[src/rtl/mc_ctrl_fsm_pkg.sv]
// mc_ctrl_fsm_pkg: state encodings, opcode/funct constants and datapath select codes.
package mc_ctrl_fsm_pkg;
  localparam logic [3:0] S_FETCH  = 4'd0,  S_DECODE = 4'd1,  S_MEMADR = 4'd2,  S_MEMRD = 4'd3,
                         S_MEMWB  = 4'd4,  S_MEMWR  = 4'd5,  S_EXEC   = 4'd6,  S_ALUWB = 4'd7,
                         S_IEXEC  = 4'd8,  S_IWB    = 4'd9,  S_BRANCH = 4'd10, S_JUMP  = 4'd11,
                         S_JAL    = 4'd12, S_RJR    = 4'd13;
  localparam logic [5:0] OP_R = 6'h00, OP_J = 6'h02, OP_JAL = 6'h03, OP_BEQ = 6'h04, OP_BNE = 6'h05,
                         OP_ADDI = 6'h08, OP_SLTI = 6'h0A, OP_ANDI = 6'h0C, OP_ORI = 6'h0D,
                         OP_LUI = 6'h0F, OP_LW = 6'h23, OP_SW = 6'h2B;
  localparam logic [5:0] FN_JR = 6'h08;
  localparam logic [2:0] ALU_ADD = 3'd0, ALU_SUB = 3'd1, ALU_FN = 3'd2, ALU_AND = 3'd3,
                         ALU_OR = 3'd4, ALU_SLT = 3'd5, ALU_LUI = 3'd6;
  localparam logic [1:0] PC_ALU = 2'd0, PC_ALUOUT = 2'd1, PC_JUMP = 2'd2, PC_REGA = 2'd3;
  localparam logic [1:0] B_REG = 2'd0, B_FOUR = 2'd1, B_IMM = 2'd2, B_BR = 2'd3;
  localparam logic [1:0] DST_RT = 2'd0, DST_RD = 2'd1, DST_RA = 2'd2;
  localparam logic [1:0] WB_ALU = 2'd0, WB_MEM = 2'd1, WB_PC = 2'd2;
  typedef enum logic [2:0] {C_ILL, C_MEM, C_R, C_JR, C_I, C_BR, C_J, C_JAL} cls_e;
  function automatic logic funct_ok(input logic [5:0] f);
    return f inside {6'h00, 6'h02, 6'h03, 6'h08, [6'h20:6'h27], 6'h2A, 6'h2B};
  endfunction
endpackage

[src/rtl/mc_ctrl_fsm_op_decode.sv]
// mc_ctrl_fsm_op_decode: combinational op/funct to instruction class, immediate extension and ALU op.
module mc_ctrl_fsm_op_decode
  import mc_ctrl_fsm_pkg::*;
(
  input  logic [5:0] op,
  input  logic [5:0] funct,
  output cls_e       cls,
  output logic       is_sw,
  output logic       is_bne,
  output logic       ext_op,
  output logic [2:0] alu_op,
  output logic       illegal
);
  always_comb begin
    cls = C_ILL;
    ext_op = 1'b0;
    alu_op = ALU_ADD;
    case (op)
      OP_LW, OP_SW:   cls = C_MEM;
      OP_R:           cls = !funct_ok(funct) ? C_ILL : (funct == FN_JR) ? C_JR : C_R;
      OP_ADDI:        begin cls = C_I; ext_op = 1'b1; end
      OP_SLTI:        begin cls = C_I; ext_op = 1'b1; alu_op = ALU_SLT; end
      OP_ANDI:        begin cls = C_I; alu_op = ALU_AND; end
      OP_ORI:         begin cls = C_I; alu_op = ALU_OR; end
      OP_LUI:         begin cls = C_I; alu_op = ALU_LUI; end
      OP_BEQ, OP_BNE: cls = C_BR;
      OP_J:           cls = C_J;
      OP_JAL:         cls = C_JAL;
      default:        cls = C_ILL;
    endcase
  end
  assign is_sw   = op == OP_SW;
  assign is_bne  = op == OP_BNE;
  assign illegal = cls == C_ILL;
endmodule

[src/rtl/mc_ctrl_fsm.sv]
// mc_ctrl_fsm: multi-cycle MIPS control unit sequencing FETCH/DECODE/EXEC/MEM/WB.
module mc_ctrl_fsm
  import mc_ctrl_fsm_pkg::*;
#(
  parameter bit MEM_WAIT_EN = 1'b1
) (
  input  logic       clk,
  input  logic       rst,
  input  logic [5:0] op,
  input  logic [5:0] funct,
  input  logic       zero,
  input  logic       mem_ready,
  output logic       pc_en,
  output logic [1:0] pc_src,
  output logic       iord,
  output logic       ir_write,
  output logic       mem_write,
  output logic       alusrca,
  output logic [1:0] alusrcb,
  output logic       ext_op,
  output logic [2:0] alu_op,
  output logic [1:0] reg_dst,
  output logic [1:0] mem_to_reg,
  output logic       reg_write,
  output logic       illegal
);
  logic [3:0] state_q, state_d;
  logic       is_sw_q, is_sw_d, is_bne_q, is_bne_d, iext_q, iext_d;
  logic [2:0] ialu_q, ialu_d;
  cls_e       dec_cls;
  logic       dec_sw, dec_bne, dec_ext, dec_ill;
  logic [2:0] dec_alu;
  logic       rdy, pc_write, branch;
  mc_ctrl_fsm_op_decode u_dec (
    .op(op), .funct(funct), .cls(dec_cls), .is_sw(dec_sw), .is_bne(dec_bne),
    .ext_op(dec_ext), .alu_op(dec_alu), .illegal(dec_ill)
  );
  assign rdy = mem_ready | ~MEM_WAIT_EN;
  // IR is only guaranteed stable in DECODE, so instruction attributes needed later are latched there
  always_comb begin
    {is_sw_d, is_bne_d, iext_d, ialu_d} = (state_q == S_DECODE) ?
      {dec_sw, dec_bne, dec_ext, dec_alu} : {is_sw_q, is_bne_q, iext_q, ialu_q};
  end
  always_comb begin
    state_d = S_FETCH;
    case (state_q)
      S_FETCH:  state_d = rdy ? S_DECODE : S_FETCH;
      S_DECODE:
        case (dec_cls)
          C_MEM:   state_d = S_MEMADR;
          C_R:     state_d = S_EXEC;
          C_JR:    state_d = S_RJR;
          C_I:     state_d = S_IEXEC;
          C_BR:    state_d = S_BRANCH;
          C_J:     state_d = S_JUMP;
          C_JAL:   state_d = S_JAL;
          default: state_d = S_FETCH;
        endcase
      S_MEMADR: state_d = is_sw_q ? S_MEMWR : S_MEMRD;
      S_MEMRD:  state_d = rdy ? S_MEMWB : S_MEMRD;
      S_MEMWR:  state_d = rdy ? S_FETCH : S_MEMWR;
      S_EXEC:   state_d = S_ALUWB;
      S_IEXEC:  state_d = S_IWB;
      default:  state_d = S_FETCH;
    endcase
  end
  always_ff @(posedge clk) begin
    if (rst) begin
      state_q <= S_FETCH;
      {is_sw_q, is_bne_q, iext_q, ialu_q} <= '0;
    end else begin
      state_q <= state_d;
      {is_sw_q, is_bne_q, iext_q, ialu_q} <= {is_sw_d, is_bne_d, iext_d, ialu_d};
    end
  end
  // Every output defaults to zero so reset forces all enables and selects low
  always_comb begin
    {pc_src, iord, ir_write, mem_write, alusrca, alusrcb, ext_op, alu_op} = '0;
    {reg_dst, mem_to_reg, reg_write, illegal, pc_write, branch} = '0;
    if (!rst)
      case (state_q)
        S_FETCH:  begin alusrcb = B_FOUR; ir_write = rdy; pc_write = rdy; end
        S_DECODE: begin alusrcb = B_BR; illegal = dec_ill; end
        S_MEMADR: begin alusrca = 1'b1; alusrcb = B_IMM; ext_op = 1'b1; end
        S_MEMRD:  iord = 1'b1;
        S_MEMWB:  begin mem_to_reg = WB_MEM; reg_write = 1'b1; end
        S_MEMWR:  begin iord = 1'b1; mem_write = 1'b1; end
        S_EXEC:   begin alusrca = 1'b1; alu_op = ALU_FN; end
        S_ALUWB:  begin reg_dst = DST_RD; reg_write = 1'b1; end
        S_IEXEC:  begin alusrca = 1'b1; alusrcb = B_IMM; ext_op = iext_q; alu_op = ialu_q; end
        S_IWB:    reg_write = 1'b1;
        S_BRANCH: begin alusrca = 1'b1; alu_op = ALU_SUB; pc_src = PC_ALUOUT; branch = 1'b1; end
        S_JUMP:   begin pc_src = PC_JUMP; pc_write = 1'b1; end
        S_JAL:    begin pc_src = PC_JUMP; pc_write = 1'b1; reg_dst = DST_RA; mem_to_reg = WB_PC; reg_write = 1'b1; end
        S_RJR:    begin pc_src = PC_REGA; pc_write = 1'b1; end
        default:  pc_write = 1'b0;
      endcase
  end
  assign pc_en = pc_write | (branch & (zero ^ is_bne_q));
endmodule

[config.mk]
export PLATFORM = sky130hd
export DESIGN_NAME = mc_ctrl_fsm
export DESIGN_NICKNAME = d
export VERILOG_FILES = /design/src/rtl/mc_ctrl_fsm_pkg.sv /design/src/rtl/mc_ctrl_fsm_op_decode.sv /design/src/rtl/mc_ctrl_fsm.sv
export SDC_FILE = /design/constraint.sdc
export NUM_CORES = 1
export LEC_CHECK = 0
export ABC_AREA = 0
export CORE_AREA = 3 3 52 54
export DETAILED_ROUTE_END_ITERATION = 12
export DIE_AREA = 0 0 55 57
export HOLD_SLACK_MARGIN = 0.1
export PLACE_DENSITY = 0.8
export SKIP_CTS_REPAIR_TIMING = 1
export SLEW_MARGIN = 20
export SYNTH_ARGS = -nofsm -noshare
export SYNTH_HDL_FRONTEND = slang
export SYNTH_HIERARCHICAL = 1
export SYNTH_SLANG_ARGS = --single-unit
[constraint.sdc]
create_clock -name clk -period 3.86 [get_ports clk]
set_input_delay 0.772 -clock clk [delete_from_list [all_inputs] [get_ports clk]]
set_output_delay 0.772 -clock clk [all_outputs]
set_load 0.01 [all_outputs]
==> qor.yml, run 1 <==
cellPowerDensity_mw_per_mm2: 207.8
postSynth.asyncResetShare_pct: 0
postRouteAntennaNets: 0
numClockSinks: 10
synth_cells: 151
final_cells: 209
die_h_um: 57
antenna_cells: 0
post_dp_cell_area_sq_mm: 0.001406
drc_errors: 0
finalSetupTns_ps: 0
critPathTopFamily: "buffers and inverters"
ys_seq_elements: 10
antenna_found_initial: 0
drtPass1Iterations: 4
cp_max_fo: 9
dp_hpwl_mm: 2.227
rsz0062_at_grt: "false"
viasPerCell: 5.679
synth_top_area_cell: "dfxtp_1"
cts_tree: "yes"
place.port_buffers: 34
multi_input_area_sq_um: 767.0
crit_chain: "clkdlybuf4s50_1 -> buf_4 -> or4b_1 -> a31oi_1 -> a311oi_2 -> and3b_1 -> clkdlybuf4s50_1"
synth_area_sq_mm: 0.001086
post-route-min-period_ps: 3692
wirelength_mm: 2.926
ys_types: 45
grt_pass1_wl_mm: 4.878
synth_area_per_cell_sq_um: 7.192
clk_latency_ps: 270
drive_above_1_share_pct: 8.840
synthTopCellsByArea: "dfxtp_1, nor2_1, mux2i_1"
max_cap_viol_count: 0
switching_share_pct: 29.74
relSlewSlack_pct: 39.78
clkPwrFrac_pct: 33.1
outcome: "finished clean"
path_class: "input port to output port"
hold_depth: 2
grt_max_degree: 27
syn_to_final_growth_pct: 32.83
yosysMostFrequentCell: "nor2_1"
clk_pin_slew_ps: 70
fmax_mhz: 270.9
dieArea_sq_mm: 0.003135
regArea_sq_um: 200.2
hp-class: "flop to flop"
crit_arrival_ps: 2920
fillCellCount: 217
post-route-cell-area_sq_mm: 0.001443
overflow: 0
vdd_drop_max_v: 0.0002251
drtIter0Drc: 29
cts-root-buf: "clkbuf_4"
worstPathRequired_ps: 3090
final-hold-violation-count: 0
initial_core_util_pct: 48.17
tightest_slew_ps: 902.1
synth_seq_area_share_pct: 18.43
crit_path_frequent_cell: "clkdlybuf4s50_1"
clockBufferDepth: 2
cell_internal_pwr_mw: 0.2106
path_buf_inv: 3
worstRegToRegCells: 5
synth_top_area_share_pct: 18.43
fin_util_pct: 63.98
p_leak_nw: 0.5281
synth_nets: 167
yosysWarnings: 6
nNetsFinal: 198
post-route-period-util_pct: 95.65
cp.depth: 7
power.switching_mw: 0.08916
grt_pass1_vias: 1131
cpPeakStageDelay_ps: 510
slew_violations: 0
core_sq_mm: 0.002255
gp_congestion: 0.7930
die_w_um: 55
ios: 35
setup_viol: 0
p_comb_share_pct: 28.5
rows: 17
synth-edff-count: 0
h-tree-depth: 1
synthTopCellsByCount: "nor2_1, a21oi_1, dfxtp_1, nand2_1"
critPathSlowestCell: "clkdlybuf4s50_1"
dp.cells: 205
seqPwrFrac_pct: 38.4
skew_ps: 2.726
critPathCaptureType: "output port"
grt.total_usage_pct: 20.23
routedWlPerCell_um: 14.00
dr_total_vias: 1187
cts_made_buffers: 3
synthFlopType: "dfxtp_1"
critPathLaunchType: "input port"
registers in the layout, summed over array words and instances (netlist names):
register and count:
iext_q 1, is_sw_q 1, ialu_q 3, is_bne_q 1
state_q 4
layout by cell type, fill, tap and decap left out, types with 2 or more instances in the layout:
cell / count
a21oi_1: 12
a31oi_1: 2
and2_1: 3
buf_4: 6
clkbuf_4: 3
clkdlybuf4s50_1: 34
dfxtp_1: 10
inv_1: 5
mux2i_1: 7
nand2_1: 8
nand2b_1: 3
nand3_1: 3
nor2_1: 27
nor2b_1: 7
nor3_1: 6
nor3b_1: 2
nor4_1: 5
o21a_1: 2
o21ai_0: 5
xnor2_1: 4
xor2_1: 3
final timing paths:
check | start | end | slack [ps]
hold / removal | ialu_q[2] | ialu_q[2] | 520
setup / recovery | op[2] | illegal | 170
hold reg to reg | ialu_q[2] | ialu_q[2] | 520
setup reg to reg | state_q[0] | state_q[0] | 1960
layout make-up:
class                      count  share of cell area (%)
multi-input combinational    122                   53.17
timing repair buffer          40                   26.71
inverter                       5                   1.301
sequential                    10                   13.88
tap                           28                   2.428
clock buffer                   4                   2.515
per-layer routing:
| metal | vias up | GRT usage (%) | wire length [um] |
|---|---|---|---|
| met2 | 38 | 32.26 | 1422 |
| li1 | 594 | - | - |
| met3 | 6 | 4.961 | 148 |
| met4 | 0 | 5.903 | 69 |
| met5 | - | 0 | 0 |
| met1 | 549 | 26.52 | 1286 |
kinds of logic after synthesis:
kind of cell / share of synthesized area [%]
compound gates: 19.01
xor+xnor: 5.645
buf+inv: 10.94
flops: 18.43
mux: 7.489
simple gates: 38.48
tightest hold or removal path, stage by stage (launching register included):
cell and delay (ps):
dfxtp_1 330, mux2i_1 70, nor2_1 80
per-stage QoR:
step           hold WS (ps)  worst slack, ps  total power [mW]
3_3_place_gp          483.5            193.4            0.1991
5_1_grt               561.2            55.89            0.3152
6_report              519.3            168.0            0.2997
3_5_place_dp          498.9            169.2            0.2022
4_1_cts               516.4            168.1            0.3002
2_1_floorplan         460.2             1147            0.1693
power groups by stage:
stage	Clock, mW	Sequential (mW)	Combinational, mW
global placement	0	0.116	0.0829
finish	0.0991	0.115	0.0855
CTS	0.100	0.115	0.0852
floorplan	0	0.108	0.0616
detailed placement	0	0.117	0.0849
global route	0.106	0.116	0.0938
No activity file was read; power rests on OpenSTA's default activity.
==> inputs of run 2 (changes only) <==
HOLD_SLACK_MARGIN = default   (was 0.1)
==> results of run 2 <==
No change in the layout: final DEF, timing and power equal those of run 1.
